**config.mk**
```make
export PLATFORM = sky130hd
export DESIGN_NAME = tx_block_serializer
export DESIGN_NICKNAME = d
export VERILOG_FILES = /design/src/rtl/tx_pkg.sv /design/src/rtl/tx_block_serializer.sv
export SDC_FILE = /design/constraint.sdc
export NUM_CORES = 1
export LEC_CHECK = 0
export ABC_AREA = 0
export CAP_MARGIN = 30
export CORE_ASPECT_RATIO = 1.75
export CORE_MARGIN = 5
export CORE_UTILIZATION = 30
export CTS_BUF_LIST = sky130_fd_sc_hd__clkbuf_4
export CTS_CLUSTER_DIAMETER = 50
export DETAILED_ROUTE_END_ITERATION = 10
export PLACE_DENSITY = 0.62
export SLEW_MARGIN = 30
export SYNTH_ARGS = -nofsm -noshare
export SYNTH_HDL_FRONTEND = slang
export SYNTH_SLANG_ARGS = --single-unit
```
**constraint.sdc**
```tcl
create_clock -name clk -period 2.4 [get_ports clk]
set_clock_uncertainty 0.15 [all_clocks]
set_input_delay 0.24 -clock clk [delete_from_list [all_inputs] [get_ports clk]]
set_output_delay 0.24 -clock clk [all_outputs]
set_load 0.005 [all_outputs]
```
**src/rtl/tx_pkg.sv**
```systemverilog
// Purpose: shared types and constants for the transmit-side block path.
//   TX_BLOCK_BITS  : width of one tx_fifo entry.
//   tx_ser_state_t : controller states of tx_block_serializer.
package tx_pkg;

  localparam int TX_BLOCK_BITS = 128;

  typedef enum logic [1:0] {
    IDLE,
    POP,
    SEND
  } tx_ser_state_t;

endpackage

```
**src/rtl/tx_block_serializer.sv**
```systemverilog
// Purpose: read-side controller of the 128-bit tx FIFO. Pops one block at a
// time and streams it out as WORD_BITS-wide words, most significant word
// first, on a valid/ready interface.
//
// Ports:
//   clk              in   system clock, rising edge
//   n_rst            in   asynchronous active-low reset
//   enable           in   permit starting new blocks (sampled in IDLE / block end)
//   fifo_empty       in   tx FIFO empty flag
//   fifo_read_data   in   FIFO head entry (combinational)
//   fifo_read_enable out  pop request; the FIFO pops on its rising edge
//   tx_valid         out  tx_data holds a valid word
//   tx_ready         in   downstream accepts the word
//   tx_data          out  current word
//   tx_last          out  current word is the last of its block
//   busy             out  controller not idle
//   block_count      out  blocks fully sent, wraps modulo 2^CNT_BITS
//
// state | meaning
// ------+--------------------------------------------------------------
// IDLE  | waiting for enable && !fifo_empty
// POP   | one-cycle fifo_read_enable pulse; head already captured
// SEND  | presenting words; leaves on the tx_last handshake
module tx_block_serializer
  import tx_pkg::*;
#(
  parameter int WORD_BITS = 32,
  parameter int CNT_BITS  = 16
) (
  input  logic                     clk,
  input  logic                     n_rst,
  input  logic                     enable,
  input  logic                     fifo_empty,
  input  logic [TX_BLOCK_BITS-1:0] fifo_read_data,
  output logic                     fifo_read_enable,
  output logic                     tx_valid,
  input  logic                     tx_ready,
  output logic [WORD_BITS-1:0]     tx_data,
  output logic                     tx_last,
  output logic                     busy,
  output logic [CNT_BITS-1:0]      block_count
);

  localparam int WPB      = TX_BLOCK_BITS / WORD_BITS;
  localparam int IDX_BITS = (WPB > 2) ? $clog2(WPB) : 1;
  localparam logic [IDX_BITS-1:0] LAST_IDX = IDX_BITS'(WPB - 1);

  tx_ser_state_t            state_q, state_d;
  logic [TX_BLOCK_BITS-1:0] shift_q, shift_d;
  logic [IDX_BITS-1:0]      idx_q, idx_d;
  logic [CNT_BITS-1:0]      cnt_q, cnt_d;
  logic                     start_ok;
  logic                     last_word;

  assign start_ok  = enable && !fifo_empty;
  assign last_word = (idx_q == LAST_IDX);

  always_ff @(posedge clk or negedge n_rst) begin
    if (!n_rst) begin
      state_q <= IDLE;
      shift_q <= '0;
      idx_q   <= '0;
      cnt_q   <= '0;
    end else begin
      state_q <= state_d;
      shift_q <= shift_d;
      idx_q   <= idx_d;
      cnt_q   <= cnt_d;
    end
  end

  // The head is captured in the cycle before the pop pulse, so the FIFO
  // pointer moving on the pulse never races the data we keep.
  always_comb begin
    state_d = state_q;
    shift_d = shift_q;
    idx_d   = idx_q;
    cnt_d   = cnt_q;
    unique case (state_q)
      IDLE: begin
        if (start_ok) begin
          shift_d = fifo_read_data;
          idx_d   = '0;
          state_d = POP;
        end
      end
      POP: begin
        state_d = SEND;
      end
      SEND: begin
        if (tx_ready) begin
          shift_d = shift_q << WORD_BITS;
          idx_d   = idx_q + 1'b1;
          if (last_word) begin
            cnt_d = cnt_q + 1'b1;
            // fifo_empty here already reflects the previous pop edge.
            if (start_ok) begin
              shift_d = fifo_read_data;
              idx_d   = '0;
              state_d = POP;
            end else begin
              state_d = IDLE;
            end
          end
        end
      end
      default: begin
        state_d = IDLE;
      end
    endcase
  end

  // All outputs decode registered state only; tx_ready never reaches tx_valid.
  assign fifo_read_enable = (state_q == POP);
  assign tx_valid         = (state_q == SEND);
  assign tx_data          = shift_q[TX_BLOCK_BITS-1 -: WORD_BITS];
  assign tx_last          = (state_q == SEND) && last_word;
  assign busy             = (state_q != IDLE);
  assign block_count      = cnt_q;

endmodule

```
==> flow_metrics.py, run 1 <==
metrics = {
    "sta": {
        "final_hold_viol_count": 0,
        "setup_ws_ns": 0.09382,
        "fmax_ghz": 0.4336,
        "finalCriticalPeriod_ns": 2.306,
        "rsz0062_at_grt": "false",
        "slew_violations": 0,
        "setup_viol": 0,
        "tightest_slew_ns": 0.3740,
        "min_period_over_period": 0.9609,
        "setup_tns_ns": 0,
        "slew_headroom": 0.7484,
    },
    "floorplan": {
        "core_mm2": 0.02216,
        "die_w_um": 123.6,
        "ios": 185,
        "initial_utilization": 0.3055,
        "std_cell_rows": 72,
        "die_area_mm2": 0.02579,
        "die_y_um": 208.7,
    },
    "setup_path": {
        "critPathKind": "reg -> out",
        "cp-start-kind": "flop",
        "reg2reg_slack_ns": 0.38,
        "r2r-start": "state_q[1]",
        "cp-end-kind": "primary output",
        "critPathMaxFanout": 8,
        "required_ns": 2.01,
        "r2r_cells": 6,
        "reg2reg_to": "shift_q[107]",
        "crit_start": "state_q[0]",
        "crit_arrival_ns": 1.92,
    },
    "placement": {
        "gp_congestion": 0.7928,
        "place_ws_ns": 0.1185,
        "place_hpwl_um": 13880,
        "dp.cells": 1201,
        "dpl-instance-area_mm2": 0.008837,
        "io_buffers": 184,
    },
    "clock_tree": {
        "cts_buffers": 17,
        "cts_sinks": 148,
        "clk_pin_slew_ns": 0.15,
        "cts_tree": "built",
        "clockRootBuffer": "clkbuf_4",
        "cts_buffer_depth": 2,
        "htreeDepth": 4,
        "clock_latency_ns": 0.58,
    },
    "global_routing": {
        "grt_max_degree": 59,
        "overflow": 0,
        "grt_pass1_wl_um": 29990,
        "first_global_vias": 5531,
        "antenna_found_initial": 4,
        "grtUsageTotal": 0.1509,
    },
    "routing": {
        "routed_via_density": 4.472,
        "route.detailed.drc": 0,
        "vias": 5594,
        "drtIter0Drc": 310,
        "routed_wirelength_um": 19020,
        "firstDrtPassIters": 5,
        "antenna_left": 0,
        "wire_per_inst_um": 15.20,
    },
    "cells_and_area": {
        "syn2layout_area_growth_pct": 37.81,
        "nFillCells": 2263,
        "finalNonFillerCells": 1251,
        "multi_input_area_mm2": 0.002547,
        "utilization": 0.4210,
        "register_area_mm2": 0.003706,
        "post_route_cells_drive_above_1_share": 0.06940,
        "final_nets": 1073,
        "final_cell_area_mm2": 0.009330,
    },
    "yosys": {
        "yosysWarningCount": 0,
        "netlist_top_cells_area": "dfrtp_1 55%, nand2_1 15%, a31oi_1 8.9%",
        "yosysSeqAreaShare": 0.5470,
        "yosysTopAreaCellShare": 0.5470,
        "syn_nets": 921,
        "synthFlopType": "dfrtp_1",
        "synthCells": 786,
        "yosys.area.top_type": "dfrtp_1",
        "async_flop_share": 1.000,
        "post-synth-top-count-cell": "nand2_1",
        "ys_top_cells_by_count": "270 x nand2_1, 148 x dfrtp_1, 101 x nor2_1",
        "yosys.cell_types.count": 29,
        "netlist_area_mm2": 0.006770,
        "synth_seq_cells": 148,
        "synth_edf_count": 0,
        "avgSynthCellArea_um2": 8.614,
    },
    "worst_hold_path": {
        "hold_path.class": "in -> async",
    },
    "power": {
        "ir_drop_mv": 0.5059,
        "cellLeakagePower_nw": 4.061,
        "power.density_mw_per_mm2": 1123,
    },
    "outcome": {
        "status": "completed",
    },
    "run": {
        "drv_cap": 0,
    },
}
registers in the layout, summed over array words and instances (netlist names):
register     cells
block_count     16
idx_q            2
shift_q        128
state_q          2
metrics by stage:
stage	hold slack, ns	total power [mW]
2_1_floorplan	-0.2056	7.132
3_3_place_gp	0.02567	8.619
3_5_place_dp	0.03077	8.748
4_1_cts	0.0007834	10.65
5_1_grt	0.006932	11.38
6_report	0.04969	10.48
logic make-up (layout without fill, tap and decap cells):
group | Yosys count | count (layout) | share of synthesized area
adder cells (fa/ha/maj) | 2 | 2 | 0.003696
AND/OR/NAND/NOR | 431 | 431 | 0.2563
XOR/XNOR | 15 | 15 | 0.01941
AO/OA/AOI/OAI | 101 | 101 | 0.09370
other | 0 | 4 | 0
buffers and inverters | 89 | 254 | 0.07984
flip-flops | 148 | 148 | 0.5470
placed cells by master, fill, tap and decap left out, drive strengths merged, types with 3 or more instances in the layout:
cell / count
a31oi: 96
buf: 26
bufinv: 4
clkbuf: 18
clkdlybuf4s50: 183
clkinv: 3
clkinvlp: 3
dfrtp: 148
diode: 4
dlygate4sd3: 11
inv: 6
nand2: 270
nand3: 38
nand4: 6
nor2: 101
xnor2: 8
xor2: 7
area by class of cell:
| cell class | count | area share |
|---|---|---|
| inverter | 2 | 0.0008046 |
| sequential | 148 | 0.3972 |
| clock buffer | 18 | 0.01448 |
| clock inverter | 14 | 0.02146 |
| timing repair buffer | 220 | 0.2522 |
| antenna | 4 | 0.001073 |
| tap | 296 | 0.03969 |
| multi-input combinational | 549 | 0.2730 |
worst max path at each step:
stage,endpoint
floorplan,shift_q[100]
global placement,shift_q[89]
detailed placement,shift_q[83]
CTS,tx_last
global route,tx_last
finish,fifo_read_enable
critical path, stage by stage (launching register included):
cell and delay [ns]:
dfrtp_2 0.50, nor2b_1 0.29, clkdlybuf4s50_1 0.56
power breakdown:
part | switching, mW | leakage (nW) | internal (mW)
sequential | 0.626 | 1.74 | 3.61
combinational | 2.31 | 2.15 | 2.10
clock | 0.986 | 0.170 | 0.851
total | 3.92 | 4.06 | 6.56
what timing repair did:
item | CTS | global route
endpoints found under the setup margin | 2 | 1
hold buffers | 12 | 0
endpoints found under the hold margin | 158 | 0
gates resized for setup | 1 | 1
setup buffers | 2 | 0
routing by layer:
metal	part of all wire	GRT usage	vias up
li1	-	-	2872
met2	0.53	0.2584	120
met3	0.036	0.02706	24
met1	0.42	0.1865	2578
met5	0	0	-
met4	0.017	0.05698	0
(Power assumes the default switching activity.)
==> inputs of run 2 (changes only) <==
Settings changed: CAP_MARGIN 30 to 10.
==> results of run 2 <==
Final layout, timing and power as in run 1 (identical DEF).
==> inputs of run 3 (changes only) <==
Settings changed: SLEW_MARGIN 30 to 10.
==> results of run 3 <==
Final layout, timing and power as in run 1 (identical DEF).
